--- src/rtl/uart_word_receiver_if.sv ---
// RAM write bus and status flags of the UART word receiver.
// master = receiver, slave = RAM/consumer side.
interface uart_word_receiver_if;
  logic [9:0]  ram_address;
  logic [39:0] ram_data;
  logic        ram_wren;
  logic [9:0]  word_count;
  logic        busy;
  logic        frame_done;
  logic        framing_error;

  modport master (
    output ram_address, ram_data, ram_wren,
    output word_count, busy, frame_done, framing_error
  );

  modport slave (
    input ram_address, ram_data, ram_wren,
    input word_count, busy, frame_done, framing_error
  );
endinterface

--- src/rtl/uart_word_receiver.sv ---
// 8N1 UART receiver packing five bytes per 40-bit RAM word.
// Optional macro RX_TIMEOUT_EN: drop a stale partial word.
module uart_word_receiver #(
  parameter int CLKS_PER_BIT = 868,
  parameter int WORDS        = 540
) (
  input  logic                 clk,
  input  logic                 reset,
  input  logic                 rxd,
  uart_word_receiver_if.master bus
);

  localparam int CW = $clog2(CLKS_PER_BIT + 1);
  localparam logic [CW-1:0] FULL = CW'(CLKS_PER_BIT - 1);
  localparam logic [CW-1:0] HALF = CW'(CLKS_PER_BIT / 2 - 1);
  localparam logic [9:0] LAST = 10'(WORDS - 1);

  typedef enum logic [1:0] {IDLE, START, DATA, STOP} state_t;

  state_t        state, state_nx;
  logic          rx_s1, rx_s2, rx_d;
  logic          fall, tick;
  logic [CW-1:0] cnt;
  logic [2:0]    bit_cnt;
  logic [7:0]    sh;
  logic [2:0]    idx;
  logic [31:0]   word_lo;
  logic          byte_ok, byte_bad;
  logic          to_hit;

  assign fall = rx_d & ~rx_s2;
  assign tick = (state == START) ? (cnt == HALF)
              : (state != IDLE) && (cnt == FULL);
  assign byte_ok  = (state == STOP) && tick && rx_s2;
  assign byte_bad = (state == STOP) && tick && !rx_s2;

  // Two-flop synchronizer plus one delay flop for edge detection.
  always_ff @(posedge clk) begin
    if (reset) begin
      rx_s1 <= 1'b1;
      rx_s2 <= 1'b1;
      rx_d  <= 1'b1;
    end else begin
      rx_s1 <= rxd;
      rx_s2 <= rx_s1;
      rx_d  <= rx_s2;
    end
  end

  // FSM state register.
  always_ff @(posedge clk) begin
    if (reset) state <= IDLE;
    else       state <= state_nx;
  end

  // FSM next-state logic.
  always_comb begin
    state_nx = state;
    unique case (state)
      IDLE:  if (fall) state_nx = START;
      START: if (tick) state_nx = rx_s2 ? IDLE : DATA;
      DATA:  if (tick && bit_cnt == 3'd7) state_nx = STOP;
      STOP:  if (tick) state_nx = IDLE;
      default: state_nx = IDLE;
    endcase
  end

  // FSM outputs.
  always_comb begin
    bus.busy = (state != IDLE);
  end

  // Bit timing and data shift register (LSB arrives first).
  always_ff @(posedge clk) begin
    if (reset) begin
      cnt     <= '0;
      bit_cnt <= '0;
      sh      <= '0;
    end else begin
      if (state == IDLE || tick) cnt <= '0;
      else                       cnt <= cnt + 1'b1;
      if (state == IDLE) begin
        bit_cnt <= '0;
      end else if (state == DATA && tick) begin
        sh      <= {rx_s2, sh[7:1]};
        bit_cnt <= bit_cnt + 1'b1;
      end
    end
  end

`ifdef RX_TIMEOUT_EN
  localparam logic [31:0] TO_LIM = 32'(20 * CLKS_PER_BIT);
  logic [31:0] to_cnt;

  assign to_hit = (to_cnt == TO_LIM);

  // Idle-time counter while a partial word is pending.
  always_ff @(posedge clk) begin
    if (reset)                            to_cnt <= '0;
    else if (state == IDLE && idx != '0) to_cnt <= to_cnt + 1'b1;
    else                                  to_cnt <= '0;
  end
`else
  assign to_hit = 1'b0;
`endif

  // Word assembly, RAM strobe and status flags.
  always_ff @(posedge clk) begin
    if (reset) begin
      idx               <= '0;
      word_lo           <= '0;
      bus.ram_address   <= '0;
      bus.ram_data      <= '0;
      bus.ram_wren      <= 1'b0;
      bus.word_count    <= '0;
      bus.frame_done    <= 1'b0;
      bus.framing_error <= 1'b0;
    end else begin
      bus.ram_wren <= 1'b0;
      if (bus.ram_wren) begin
        bus.word_count <= bus.word_count + 1'b1;
        if (bus.word_count == LAST) bus.frame_done <= 1'b1;
      end
      if (byte_bad) begin
        bus.framing_error <= 1'b1;
        idx               <= '0;
      end else if (byte_ok) begin
        if (idx == 3'd4) begin
          idx <= '0;
          if (!bus.frame_done) begin
            bus.ram_wren    <= 1'b1;
            bus.ram_data    <= {sh, word_lo};
            bus.ram_address <= bus.word_count;
          end
        end else begin
          word_lo[{idx[1:0], 3'b000} +: 8] <= sh;
          idx <= idx + 1'b1;
        end
      end else if (to_hit) begin
        idx     <= '0;
        word_lo <= '0;
      end
    end
  end

endmodule
--- src/flat_wrapper.sv ---
// flat-port wrapper written by rule: the top's interface ports become plain ports
module uart_word_receiver_flat 
#(
  parameter int CLKS_PER_BIT = 868,
  parameter int WORDS        = 540
)
  (clk, reset, rxd, bus_ram_address, bus_ram_data, bus_ram_wren, bus_word_count, bus_busy, bus_frame_done, bus_framing_error);
  uart_word_receiver_if bus_i ();
  input  logic clk;
  input  logic reset;
  input  logic rxd;
  output wire logic [$bits(bus_i.ram_address)-1:0] bus_ram_address;
  output wire logic [$bits(bus_i.ram_data)-1:0] bus_ram_data;
  output wire logic [$bits(bus_i.ram_wren)-1:0] bus_ram_wren;
  output wire logic [$bits(bus_i.word_count)-1:0] bus_word_count;
  output wire logic [$bits(bus_i.busy)-1:0] bus_busy;
  output wire logic [$bits(bus_i.frame_done)-1:0] bus_frame_done;
  output wire logic [$bits(bus_i.framing_error)-1:0] bus_framing_error;
  assign bus_ram_address = bus_i.ram_address;
  assign bus_ram_data = bus_i.ram_data;
  assign bus_ram_wren = bus_i.ram_wren;
  assign bus_word_count = bus_i.word_count;
  assign bus_busy = bus_i.busy;
  assign bus_frame_done = bus_i.frame_done;
  assign bus_framing_error = bus_i.framing_error;
  uart_word_receiver #(.CLKS_PER_BIT(CLKS_PER_BIT), .WORDS(WORDS)) u_core (.clk(clk), .reset(reset), .rxd(rxd), .bus(bus_i));
endmodule
--- config.mk ---
export PLATFORM = sky130hd
export DESIGN_NAME = uart_word_receiver_flat
export DESIGN_NICKNAME = d
export VERILOG_FILES = /design/src/rtl/uart_word_receiver_if.sv /design/src/rtl/uart_word_receiver.sv /design/src/flat_wrapper.sv
export SDC_FILE = /design/constraint.sdc
export NUM_CORES = 1
export LEC_CHECK = 0
export CORE_UTILIZATION = 43
export DETAILED_ROUTE_END_ITERATION = 12
export GPL_TIMING_DRIVEN = 0
export SLEW_MARGIN = 10
export SYNTH_ARGS = -nofsm -noshare
export SYNTH_HDL_FRONTEND = slang
export SYNTH_SLANG_ARGS = --single-unit
--- constraint.sdc ---
create_clock -name clk -period 2.6 [get_ports clk]
set_input_delay 0.39 -clock clk [delete_from_list [all_inputs] [get_ports clk]]
set_output_delay 0.39 -clock clk [all_outputs]
set_load 0.005 [all_outputs]
## Word level (Yosys, flattened, before mapping)

Cells that the tools add are included.

- Bits in registers: 124
- Input bits: 3
- Output and inout port bits: 64
- Word-level logic and storage cells: 70

- Add/sub/neg operators: 5
- Equal/unequal tests: 12
- Shift operators: 2
- Muxes and demuxes: 10
- Bitwise operators: 7
- Reductions and logical operators: 19

Operator list:

| cell | number |
|---|---|
| $bwmux 32 | 1 |
| $shift 8x7->32 const A | 1 |
| $shiftx 8x7->32 | 1 |
| $add 10x1->10 const B | 2 |
| $eq 10x10->1 const B | 2 |
| $eq 10x9->1 const B | 1 |
| $mux 2 | 5 |
| $ne 2x1->1 const B | 4 |
| $pmux 2 s4 | 1 |
| $reduce_and 4->1 | 2 |
| $neg 5->7 | 1 |
| $add 3x1->3 const B | 2 |
| $eq 3x3->1 const B | 2 |
| $logic_and 1x1->1 | 6 |
| $not 1->1 | 6 |
| $reduce_or 2->1 | 3 |
| $eq 2x2->1 const B | 2 |
| $reduce_and 2->1 | 2 |
| $reduce_or 4->1 | 1 |
| $mux 3 | 1 |
| $reduce_and 3->1 | 1 |
| $eq 2x1->1 const B | 1 |
| $logic_not 2->1 | 1 |
| $mux 1 | 2 |
| other kinds (4) | 4 |

## Depth between registers and ports, before layout

Gate-level depths: netlist (run 1).

- Depth after elaboration: 7
- Depth in mapped cells: 9

## Worst setup path after synthesis (run 1)

No wires, ideal clock.

- Kind: register -> register
- Start point: register u_core.idx[0]
- End point: register u_core.word_lo[27]
- Setup time: 70 ps
- Data arrival time: 2036 ps
- Data required time: 2530 ps
- Setup slack: 494 ps
- Cell stages (with the launch flop): 7
- Buffers on the path: 0
- Period minus slack after synthesis: 2106 ps
- Cell sequence: dfxtp_1 > inv_1 > ha_1 > nor3b_1 > nand2_1 > or4_1 > a21oi_1

- Longest elaborated chain between the ends: 3
- Elaborated cells on any way between the ends: 7
- Classes of those cells: add/sub: 1; eq/ne: 1; shift: 2; mux: 1; bitwise: 1; reduce/logical: 1

Ends and longest elaborated chain:

| item | line | source |
|---|---|---|
| start, declared | uart_word_receiver.sv:26 | `logic [2:0] idx;` |
| start signal, assigned | uart_word_receiver.sv:137 | `idx <= idx + 1'b1;` |
| $neg 5->7 / $eq 3x3->1 (equally long branches) | uart_word_receiver.sv:136, uart_word_receiver.sv:128 |  |
| $shiftx 8x7->32, or another cell as far along | uart_word_receiver.sv:136 | `word_lo[{idx[1:0], 3'b000} +: 8] <= sh;` |
| $bwmux 32 / $reduce_and 3->1 (equally long branches) | -- |  |
| end signal, assigned by index | uart_word_receiver.sv:136 |  |
| end, declared | uart_word_receiver.sv:27 | `logic [31:0] word_lo;` |

Several ways; a longest one is shown, not always the timed one.
A chain may end at the register's enable or synchronous reset.

## Worst setup path in the final report (run 1)

- Start point: register u_core.idx[0]
- End point: register u_core.word_lo[3]

Same word-level chain as after synthesis.

==> results of run 1 <==
state kept, by name, indices dropped and copies added, names as in the netlist, named ones only:
signal                    count
u_core.bit_cnt                3
u_core.bus.frame_done         1
u_core.bus.framing_error      1
u_core.bus.ram_address       10
u_core.bus.ram_data          40
u_core.bus.ram_wren           1
u_core.bus.word_count        10
u_core.cnt                   10
u_core.idx                    3
u_core.rx_d                   1
u_core.rx_s1                  1
u_core.rx_s2                  1
u_core.sh                     8
u_core.state                  1
u_core.word_lo               32
routing by layer:
metal | track usage, % | routed length, um | share of wire, % | vias to the layer above
met4 | 7.733 | 187 | 1.4 | 0
met3 | 5.607 | 425 | 3.3 | 16
met5 | 0 | 0 | 0 | -
met2 | 35.69 | 6131 | 47 | 84
met1 | 27.20 | 6164 | 48 | 2146
li1 | - | - | - | 2305
stage by stage:
stage / TNS [ns] / hold WS (ns) / worst slack, ns / cells / utilization, %
final: 0 / 0.4063 / 0.1366 / 850 / 57.06
after global routing: -0.001539 / 0.4260 / -0.001539 / 850 / 57.06
after CTS: 0 / 0.4089 / 0.05354 / 850 / 56.96
after detailed placement: 0 / 0.3967 / 0.1180 / 818 / 51.91
after global placement: 0 / 0.4013 / 0.2046 / 818 / 51.91
after floorplan: 0 / 0.3895 / 0.4937 / 610 / -
cells in the mapped netlist, drive strengths merged:
| master | number | area, sq um |
|---|---|---|
| nand2 | 143 | 536.8 |
| dfxtp | 124 | 2482 |
| a21oi | 88 | 440.4 |
| or4 | 33 | 247.7 |
| clkbuf | 32 | 123.9 |
| o31ai | 32 | 240.2 |
| nor2 | 27 | 101.4 |
| buf | 18 | 110.1 |
| xor2 | 12 | 105.1 |
| ha | 11 | 137.6 |
| mux2i | 11 | 110.1 |
| nor3 | 11 | 55.05 |
| nand3 | 9 | 45.04 |
| inv | 8 | 30.03 |
| and3 | 7 | 43.79 |
| and4 | 5 | 43.79 |
| nand4 | 5 | 46.29 |
| or2 | 5 | 31.28 |
| xnor2 | 5 | 43.79 |
| nor3b | 4 | 30.03 |
| and4bb | 2 | 28.78 |
| nand3b | 2 | 15.01 |
| nand4bb | 2 | 38.79 |
| nor4b | 2 | 17.52 |
| o21a | 2 | 15.01 |
| o21ai | 2 | 10.01 |
| a41oi | 1 | 8.760 |
| and2 | 1 | 6.260 |
| and3b | 1 | 8.760 |
| and4b | 1 | 10.01 |
| nand4b | 1 | 8.760 |
| o41ai | 1 | 8.760 |
| or3 | 1 | 6.260 |
| or4bb | 1 | 11.26 |
logic make-up after synthesis:
| logic type | count (synthesis) | share of synthesized area (%) |
|---|---|---|
| AND/OR/NAND/NOR | 263 | 25.63 |
| AO/OA/AOI/OAI | 126 | 13.91 |
| multiplexers | 11 | 2.118 |
| buffers and inverters | 58 | 5.078 |
| flip-flops | 124 | 47.75 |
| adder cells (fa/ha/maj) | 11 | 2.647 |
| XOR/XNOR | 17 | 2.864 |
worst reg2reg max path, cell delays in order (launching register included):
cell and delay [ns]:
dfxtp_2 0.41, inv_1 0.12, ha_1 0.39, nor3b_1 0.73
nand2_1 0.14, or4_1 0.44, a21oi_1 0.16
power by group through the flow:
stage / combinational [uW] / sequential [uW] / clock [uW]
after floorplan: 30.0 / 1950 / 0
after global placement: 47.3 / 1950 / 0
after detailed placement: 48.8 / 1950 / 0
after CTS: 49.1 / 1910 / 2390
after global routing: 53.3 / 1910 / 2470
final: 47.8 / 1910 / 2350
final cells by class:
type | instances | area, sq um | share of cell area (%)
sequential | 124 | 2484 | 37.48
tap | 143 | 178.9 | 2.700
buffer | 50 | 234.0 | 3.531
clock buffer | 24 | 471.7 | 7.119
inverter | 8 | 30.03 | 0.4532
timing repair buffer | 65 | 650.6 | 9.819
clock inverter | 8 | 115.1 | 1.737
multi-input combinational | 428 | 2462 | 37.16
how the worst min path moves through the flow:
stage	endpoint	slack [ns]	cells after the start
3_5_place_dp	u_core.rx_s2$_SDFF_PP1_	0.40	1
6_report	u_core.rx_s2$_SDFF_PP1_	0.41	1
4_1_cts	u_core.rx_s2$_SDFF_PP1_	0.41	1
2_1_floorplan	u_core.rx_s2$_SDFF_PP1_	0.39	1
3_3_place_gp	u_core.rx_s2$_SDFF_PP1_	0.40	1
5_1_grt	u_core.rx_s2$_SDFF_PP1_	0.43	1
placed cells by master, fill, tap and decap left out, types with 2 or more instances in the layout:
master             n
mux2i_1           11
a21oi_1           88
nor3_1            11
o21ai_0            2
buf_6              3
xnor2_1            5
clkbuf_1          34
nor3b_2            2
nor3b_1            2
nand2_1          143
buf_1              3
or2_2              5
nand4_1            4
nand3_1            9
o21a_1             2
ha_1              11
buf_4              2
buf_2             10
xor2_1            12
clkinv_2           5
clkbuf_8           2
dfxtp_1          123
or4_1             33
bufinv_16          3
inv_1              8
clkbuf_16         17
and3_1             7
and4_1             5
o31ai_1           32
nand3b_1           2
nor4b_1            2
clkbuf_2           3
clkdlybuf4s50_1   65
nor2_1            27
==> metrics.cfg, run 1 <==
[setup_path]
slowest_delay_ns=0.73
path_cells=inv_1, ha_1, nor3b_1, nand2_1, or4_1, a21oi_1
worstSetupStartpointType=register
crit_required_ns=2.94
rrSetupSlack_ns=0.14
cp_top_family=simple AND/OR/NAND/NOR gates
crit_end=u_core.word_lo[3]$_SDFFE_PP0P_
path_max_fanout=9
path_depth=6
r2r-end=u_core.word_lo[3]$_SDFFE_PP0P_
reg2regPathDepth=6
critPathLaunch=u_core.idx[0]$_SDFFE_PP0N_
r2r_start=u_core.idx[0]$_SDFFE_PP0N_
crit_arrival_ns=2.80
crit_buf_inv=1
crit_type=reg2reg
crit_slowest_cell=nor3b_1
crit_path_end_kind=register

[route]
drc=2
drt_pass1_iterations=8
drt-initial-drc-count=161
detail_route.wl_per_cell_um=15.19
vias=4551
via_per_inst=5.354
ant_nets=0
wl_mm=12.91

[global_routing]
gr-usage-all-layers_pct=21.59
overflow=0
grt_pass1_vias=4360
grt_pass1_wl_mm=21.13
grt_max_degree=17
grt_antenna_before_repair=0

[synth]
postSynthCellCount=610
synthesis.nets=624
syn-cell-area_sq_mm=0.005199
seq_area_frac_synth_pct=47.75
synthDistinctLibCells=41
yosysWarnings=0
ys_ff_latch=124
syn_area_per_cell_sq_um=8.523

[power]
power_uw=4307
p_int_uw=3464
powerDensity_mw_per_mm2=650.0
pwr-share-seq_pct=44.3
p_leak_uw=0.002248
power.net_switching_uw=843.6
ir_drop_uv=416.7
p_clk_share_pct=54.6
power.share.combinational_pct=1.1
switching_share_pct=19.58

[placement]
port_buffers=65
hpwlAfterDp_mm=8.948
placed_area_sq_mm=0.006028
place.gp.congestion=0.8254

[clock_tree]
cts_resized=0
root_buffer=clkbuf_16
cts_tree=built
h-tree-depth=4
clkSinkCount=124
clk_latency_ns=0.42
clkTransAtPathRegs_ns=0.05
clockBufferDepth=2
postCtsSetupRepairBufs=0
holdBufCountCts=0
cts_inserted_buffers=17

[die]
die_w_um=112.0
io_pins=67
rows=39
start_util_pct=44.76
die-area_sq_mm=0.01253
die_h_um=112.0
core_sq_mm=0.01161

[hold_path]
hold_start=u_core.rx_s1$_SDFF_PP1_
hold_class=reg2reg

[run_status]
violations=DRC
status=finished, violations left

[sta]
setup_violations=0
slew_viol_final=0
fin_skew_ns=0.009172
slew_headroom_pct=42.54
hold_viol=0
worst_pin_slew_ns=0.8600
finalCriticalPeriod_ns=2.463
rsz0062_at_grt=true
fmax_mhz=405.9
fin_crit_sh_pct=94.75

[run]
drv_cap=0

[finish]
antennaDiodeCount=0
area_delta_synth_final_pct=27.46
fill_cells=1067
drive_above_1_share_pct=8.062
fin_area_sq_mm=0.006626
nNetsFinal=708

(Power assumes the default switching activity.)
==> run 2, diff against run 1 <==
--- a/config.mk
+++ b/config.mk
@@ -6,8 +6,10 @@
 export NUM_CORES = 1
 export LEC_CHECK = 0
 export CORE_UTILIZATION = 43
+export CTS_CLUSTER_SIZE = 40
 export DETAILED_ROUTE_END_ITERATION = 12
 export GPL_TIMING_DRIVEN = 0
+export SETUP_SLACK_MARGIN = 0.1
 export SLEW_MARGIN = 10
 export SYNTH_ARGS = -nofsm -noshare
 export SYNTH_HDL_FRONTEND = slang
==> run 2 against run 1 <==
Compared with the run above:
- the flow still finishes with violations (DRC)
- maximum frequency rose by 6.3%
- combinational power barely moved
- largest power group unchanged
- count of clock-buffer cells in the layout did not move
- routed wire length fell by 0.13%
- largest cell class unchanged
- non-clock buffer count did not move
- utilization rose by 0.075 points
- clock power barely moved
- sequential power barely moved
- final cell count did not move
- final area rose by 0.13%
- worst setup slack improved by 0.15 ns
==> metrics.cfg, run 2 (synthesis results as in run 1) <==
[run]
drv_cap=0  ; unchanged

[clock_tree]
cts_tree=built
clk_latency_ns=0.42  ; about the same
clockBufferDepth=2  ; unchanged
clkSinkCount=124  ; unchanged
cts_inserted_buffers=17  ; unchanged
root_buffer=clkbuf_16
clkTransAtPathRegs_ns=0.05  ; about the same
h-tree-depth=4  ; unchanged

[power]
p_int_uw=3464  ; about the same
switching_share_pct=19.48  ; -0.10 points
power.share.combinational_pct=1.1  ; about the same
p_clk_share_pct=54.5  ; about the same
power.net_switching_uw=838.2  ; -0.64%
p_leak_uw=0.002261  ; +0.57%
pwr-share-seq_pct=44.4  ; about the same
powerDensity_mw_per_mm2=648.4  ; -0.24%
ir_drop_uv=416.7  ; about the same

[hold_path]
hold_start=u_core.rx_s1$_SDFF_PP1_
hold_class=reg2reg
min_to=u_core.rx_s2$_SDFF_PP1_
min_path_cells=1  ; unchanged

[sta]
slew_viol_final=0  ; unchanged
setup_violations=0  ; unchanged
hold_viol=0  ; unchanged
finalCriticalPeriod_ns=2.318  ; -0.1454 ns
fmax_mhz=431.4  ; +6.3%
fin_skew_ns=0.009949  ; +0.0007775 ns
fin_setup_tns_ns=0  ; unchanged
rsz0062_at_grt=false
worst_pin_slew_ns=0.5497  ; -0.3104 ns
fin_crit_sh_pct=89.15  ; -5.6 points
slew_headroom_pct=63.36  ; +21 points
hold_ws_ns=0.4062  ; -0.00003000 ns
fin_ws_ns=0.2820  ; +0.1454 ns

[die]
die_h_um=112.0  ; unchanged
rows=39  ; unchanged
die_w_um=112.0  ; unchanged
die-area_sq_mm=0.01253  ; unchanged
io_pins=67  ; unchanged
core_sq_mm=0.01161  ; unchanged
start_util_pct=44.76  ; unchanged

[setup_path]
crit_type=reg2reg
worstSetupStartpointType=register
rrSetupSlack_ns=0.28  ; +0.15 ns
slowest_delay_ns=0.56  ; -0.17 ns
crit_path_end_kind=register
r2r_start=u_core.idx[0]$_SDFFE_PP0N_
path_max_fanout=10  ; +1
cp_top_family=buffers and inverters
cp_common_cell=clkbuf_1
reg2regPathDepth=8  ; +2
r2r-end=u_core.word_lo[21]$_SDFFE_PP0P_
crit_required_ns=2.94  ; about the same
crit_arrival_ns=2.66  ; -0.14 ns
critPathLaunch=u_core.idx[0]$_SDFFE_PP0N_
crit_buf_inv=4  ; +3
path_cells=inv_1, ha_1, buf_4, and2_1, clkbuf_1, clkbuf_1, or4_1, a21oi_1
crit_slowest_cell=or4_1

[global_routing]
grt_pass1_vias=4360  ; unchanged
overflow=0  ; unchanged
gr-usage-all-layers_pct=21.59  ; unchanged
grt_max_degree=17  ; unchanged
grt_antenna_before_repair=0  ; unchanged
grt_pass1_wl_mm=21.13  ; unchanged

[finish]
largest_reg_flops=40  ; unchanged
area_delta_synth_final_pct=27.63
largestRegisters=u_core.bus.ram_data x40, u_core.word_lo x32
fin_cells=850  ; unchanged
mostFrequentLayoutCells=nand2_1 (143), dfxtp_1 (123), a21oi_1 (88)
final_common_cell=nand2_1
top_register=u_core.bus.ram_data
nNetsFinal=708  ; unchanged
antennaDiodeCount=0  ; unchanged
drive_above_1_share_pct=8.628  ; +0.57 points

[placement]
place.gp.congestion=0.8254  ; unchanged
dp.cells=818  ; unchanged
port_buffers=65  ; unchanged
dp_slack_ns=0.1180  ; unchanged
hpwlAfterDp_mm=8.948  ; unchanged

[run_status]
status=finished, violations left
violations=DRC

[route]
detail_route.wl_per_cell_um=15.17  ; -0.13%
ant_nets=0  ; unchanged
via_per_inst=5.344  ; -0.20%
vias=4542  ; -0.20%
wl_mm=12.89  ; -0.13%
drt-initial-drc-count=177  ; +9.9%
drt_pass1_iterations=8  ; unchanged
drc=2  ; unchanged

==> run 2: cell types whose count changed in the layout (fill, tap and decap cells not counted) <==
cell	delta
clkbuf_2	+3
nor3b_2	+1
nor3b_1	-1
buf_1	-1
clkbuf_1	-2
==> run 2: area by class of cell <==
| class | count | area (sq um) |
|---|---|---|
| fill | 1067 | 4979 |
| sequential | 124 | 2484 |
| multi-input combinational | 428 | 2467 |
| timing repair buffer | 65 | 650.6 |
| clock buffer | 24 | 471.7 |
| buffer | 50 | 237.7 |
| tap | 143 | 178.9 |
| clock inverter | 8 | 115.1 |
| inverter | 8 | 30.03 |
==> run 2: worst reg2reg max path, cell delays in order (launching register included) <==
cell,delay (ns)
dfxtp_2,0.42
inv_1,0.13
ha_1,0.21
buf_4,0.16
and2_1,0.15
clkbuf_1,0.20
clkbuf_1,0.24
or4_1,0.56
a21oi_1,0.16
==> run 2: what timing repair did <==
action	CTS	global route
hold buffers	0	0
setup endpoints to repair	6	32
gates resized for setup	0	9
setup buffers	0	0
==> run 2: per-stage QoR <==
| step | power [uW] | util (%) | instance area, sq um |
|---|---|---|---|
| final | 4303 | 57.13 | 6635 |
| after detailed placement | 1997 | 51.91 | 6028 |
| after floorplan | 1978 | - | 5199 |
| after global routing | 4436 | 57.13 | 6635 |
| after global placement | 1996 | 51.91 | 6028 |
| after CTS | 4343 | 56.96 | 6615 |
==> run 2: routing by layer <==
metal  GRT usage [%]  vias up  part of all wire, %
met4           7.733        0                  1.4
met1           27.20     2133                   47
met2           35.69       91                   48
li1                -     2303                    -
met5               0        -                    0
met3           5.607       15                  3.5
==> run 2: worst max-delay path by stage <==
stage,to,cells past startpoint
finish,u_core.word_lo[21]$_SDFFE_PP0P_,8
global route,u_core.word_lo[23]$_SDFFE_PP0P_,8
floorplan,u_core.word_lo[27]$_SDFFE_PP0P_,6
global placement,u_core.word_lo[24]$_SDFFE_PP0P_,6
CTS,u_core.word_lo[3]$_SDFFE_PP0P_,6
detailed placement,u_core.word_lo[26]$_SDFFE_PP0P_,6
==> run 2: power by group through the flow <==
stage	registers (uW)	clock network [uW]	logic, uW
after floorplan	1950	0	30.0
after global placement	1950	0	47.3
after detailed placement	1950	0	48.8
after CTS	1910	2390	49.1
after global routing	1910	2470	53.3
final	1910	2350	48.0
==> run 3, diff against run 2 <==
--- a/config.mk
+++ b/config.mk
@@ -9,6 +9,7 @@
 export CTS_CLUSTER_SIZE = 40
 export DETAILED_ROUTE_END_ITERATION = 12
 export GPL_TIMING_DRIVEN = 0
+export PLACE_DENSITY = 0.7
 export SETUP_SLACK_MARGIN = 0.1
 export SLEW_MARGIN = 10
 export SYNTH_ARGS = -nofsm -noshare
==> run 3 against run 2 <==
Compared with the run above:
- maximum frequency down 0.10%
- sequential share of layout area fell by 0.092 points
- largest cell class unchanged
- global-route usage increased by 0.32 points
- the run still ends with DRC left
- largest power group unchanged
==> metrics.cfg, run 3 (synthesis results as in run 1) <==
[clock_tree]
h-tree-depth=4  ; unchanged
cts_inserted_buffers=17  ; unchanged
cts_resized=1  ; +1
clk_latency_ns=0.42  ; about the same
clockBufferDepth=2  ; unchanged
postCtsSetupRepairBufs=0  ; unchanged
clkSinkCount=124  ; unchanged
cts_tree=built
clkTransAtPathRegs_ns=0.05  ; about the same
holdBufCountCts=0  ; unchanged
root_buffer=clkbuf_16

[setup_path]
path_depth=8  ; unchanged
crit_end=u_core.word_lo[8]$_SDFFE_PP0P_
crit_slowest_cell=or4_1
rrSetupSlack_ns=0.28  ; about the same
crit_type=reg2reg
path_max_fanout=10  ; unchanged
r2r-end=u_core.word_lo[8]$_SDFFE_PP0P_
critPathLaunch=u_core.idx[0]$_SDFFE_PP0N_
reg2regPathDepth=8  ; unchanged
crit_arrival_ns=2.65  ; about the same
slowest_delay_ns=0.53  ; -0.03 ns
cp_top_family=buffers and inverters
path_cells=inv_1, ha_1, buf_4, and2_1, clkbuf_1, clkbuf_1, or4_1, a21oi_1
cp_common_cell=clkbuf_1
r2r_start=u_core.idx[0]$_SDFFE_PP0N_
crit_buf_inv=4  ; unchanged
worstSetupStartpointType=register
crit_required_ns=2.93  ; about the same
crit_path_end_kind=register

[sta]
setup_violations=0  ; unchanged
fin_crit_sh_pct=89.25  ; +0.092 points
rsz0062_at_grt=false
slew_viol_final=0  ; unchanged
worst_pin_slew_ns=0.5149  ; -0.03473 ns
hold_viol=0  ; unchanged
fin_setup_tns_ns=0  ; unchanged
slew_headroom_pct=65.19  ; +1.8 points
fin_skew_ns=0.009857  ; -0.00009257 ns
finalCriticalPeriod_ns=2.320  ; +0.002401 ns
fmax_mhz=431.0  ; -0.10%

[power]
p_leak_uw=0.002262  ; about the same
power.net_switching_uw=884.8  ; +5.6%
power.share.combinational_pct=1.1  ; about the same
switching_share_pct=20.33  ; +0.85 points
ir_drop_uv=398.7  ; -4.3%
pwr-share-seq_pct=43.8  ; -0.6 points
p_clk_share_pct=55.1  ; +0.6 points
p_int_uw=3467  ; about the same
powerDensity_mw_per_mm2=654.3  ; +0.90%

[die]
die_w_um=112.0  ; unchanged
core_sq_mm=0.01161  ; unchanged
start_util_pct=44.76  ; unchanged
die_h_um=112.0  ; unchanged
rows=39  ; unchanged
io_pins=67  ; unchanged
die-area_sq_mm=0.01253  ; unchanged

[run]
drv_cap=0  ; unchanged

[run_status]
status=finished, violations left
violations=DRC

[route]
via_per_inst=5.400  ; +1.1%
detail_route.wl_per_cell_um=15.40  ; +1.5%
drt-initial-drc-count=246  ; +39%
ant_nets=0  ; unchanged
drc=3  ; +1
wl_mm=13.09  ; +1.5%
drt_pass1_iterations=8  ; unchanged
vias=4590  ; +1.1%

[placement]
port_buffers=65  ; unchanged
placed_area_sq_mm=0.006028  ; unchanged
hpwlAfterDp_mm=8.878  ; -0.79%
place.gp.congestion=0.8431  ; +2.1%

[finish]
nNetsFinal=708  ; unchanged
fin_area_sq_mm=0.006651  ; +0.25%
area_delta_synth_final_pct=27.94
antennaDiodeCount=0  ; unchanged
largest_reg_flops=40  ; unchanged
final_common_cell=nand2_1
largestRegisters=u_core.bus.ram_data x40, u_core.word_lo x32
mostFrequentLayoutCells=nand2_1 (143), dfxtp_1 (123), a21oi_1 (88)
drive_above_1_share_pct=9.052  ; +0.42 points
top_register=u_core.bus.ram_data

[global_routing]
gr-usage-all-layers_pct=21.91  ; +0.32 points
grt_pass1_wl_mm=21.71  ; +2.7%
overflow=0  ; unchanged
grt_antenna_before_repair=0  ; unchanged
grt_pass1_vias=4405  ; +1.0%
grt_max_degree=17  ; unchanged

[hold_path]
hold_class=reg2reg

run 3: stage by stage:
step	std cells	worst slack (ns)	util, %	hold WS [ns]	total power [uW]
floorplan	610	0.4937	-	0.3895	1978
global placement	818	0.2332	51.91	0.4013	1994
detailed placement	818	0.1132	51.91	0.3939	1996
CTS	850	0.1244	57.14	0.4098	4394
global route	850	0.1168	57.27	0.4304	4491
finish	850	0.2796	57.27	0.4084	4352
run 3: final cells by class:
type                            count  area (sq um)
Fill cell                        1074          4962
Clock inverter                     11         142.6
Sequential cell                   124          2484
Buffer                             50         237.7
Inverter                            8         30.03
Timing Repair Buffer               65         650.6
Tap cell                          143         178.9
Clock buffer                       21         460.4
Multi-Input combinational cell    428          2467
run 3: metal layers:
layer	wire length (um)	track usage, %
met5	0	0
met4	282	9.244
met3	739	5.770
met2	6182	35.11
met1	5886	27.95
run 3: power by group through the flow:
stage                     clock, uW  sequential, uW  combinational [uW]
after global routing           2530            1910                52.0
after floorplan                   0            1950                30.0
after CTS                      2440            1910                47.9
after global placement            0            1950                46.0
after detailed placement          0            1950                47.3
final                          2400            1910                46.6
run 3: how the worst min path moves through the flow:
| stage | start | end | slack, ns | cells past startpoint |
|---|---|---|---|---|
| 6_report | u_core.rx_s1$_SDFF_PP1_ | u_core.rx_s2$_SDFF_PP1_ | 0.41 | 1 |
| 5_1_grt | u_core.rx_s1$_SDFF_PP1_ | u_core.rx_s2$_SDFF_PP1_ | 0.43 | 1 |
| 4_1_cts | u_core.rx_s1$_SDFF_PP1_ | u_core.rx_s2$_SDFF_PP1_ | 0.41 | 1 |
| 3_5_place_dp | u_core.rx_s1$_SDFF_PP1_ | u_core.rx_s2$_SDFF_PP1_ | 0.39 | 1 |
| 3_3_place_gp | u_core.rx_s1$_SDFF_PP1_ | u_core.rx_s2$_SDFF_PP1_ | 0.40 | 1 |
| 2_1_floorplan | u_core.rx_s1$_SDFF_PP1_ | u_core.rx_s2$_SDFF_PP1_ | 0.39 | 1 |
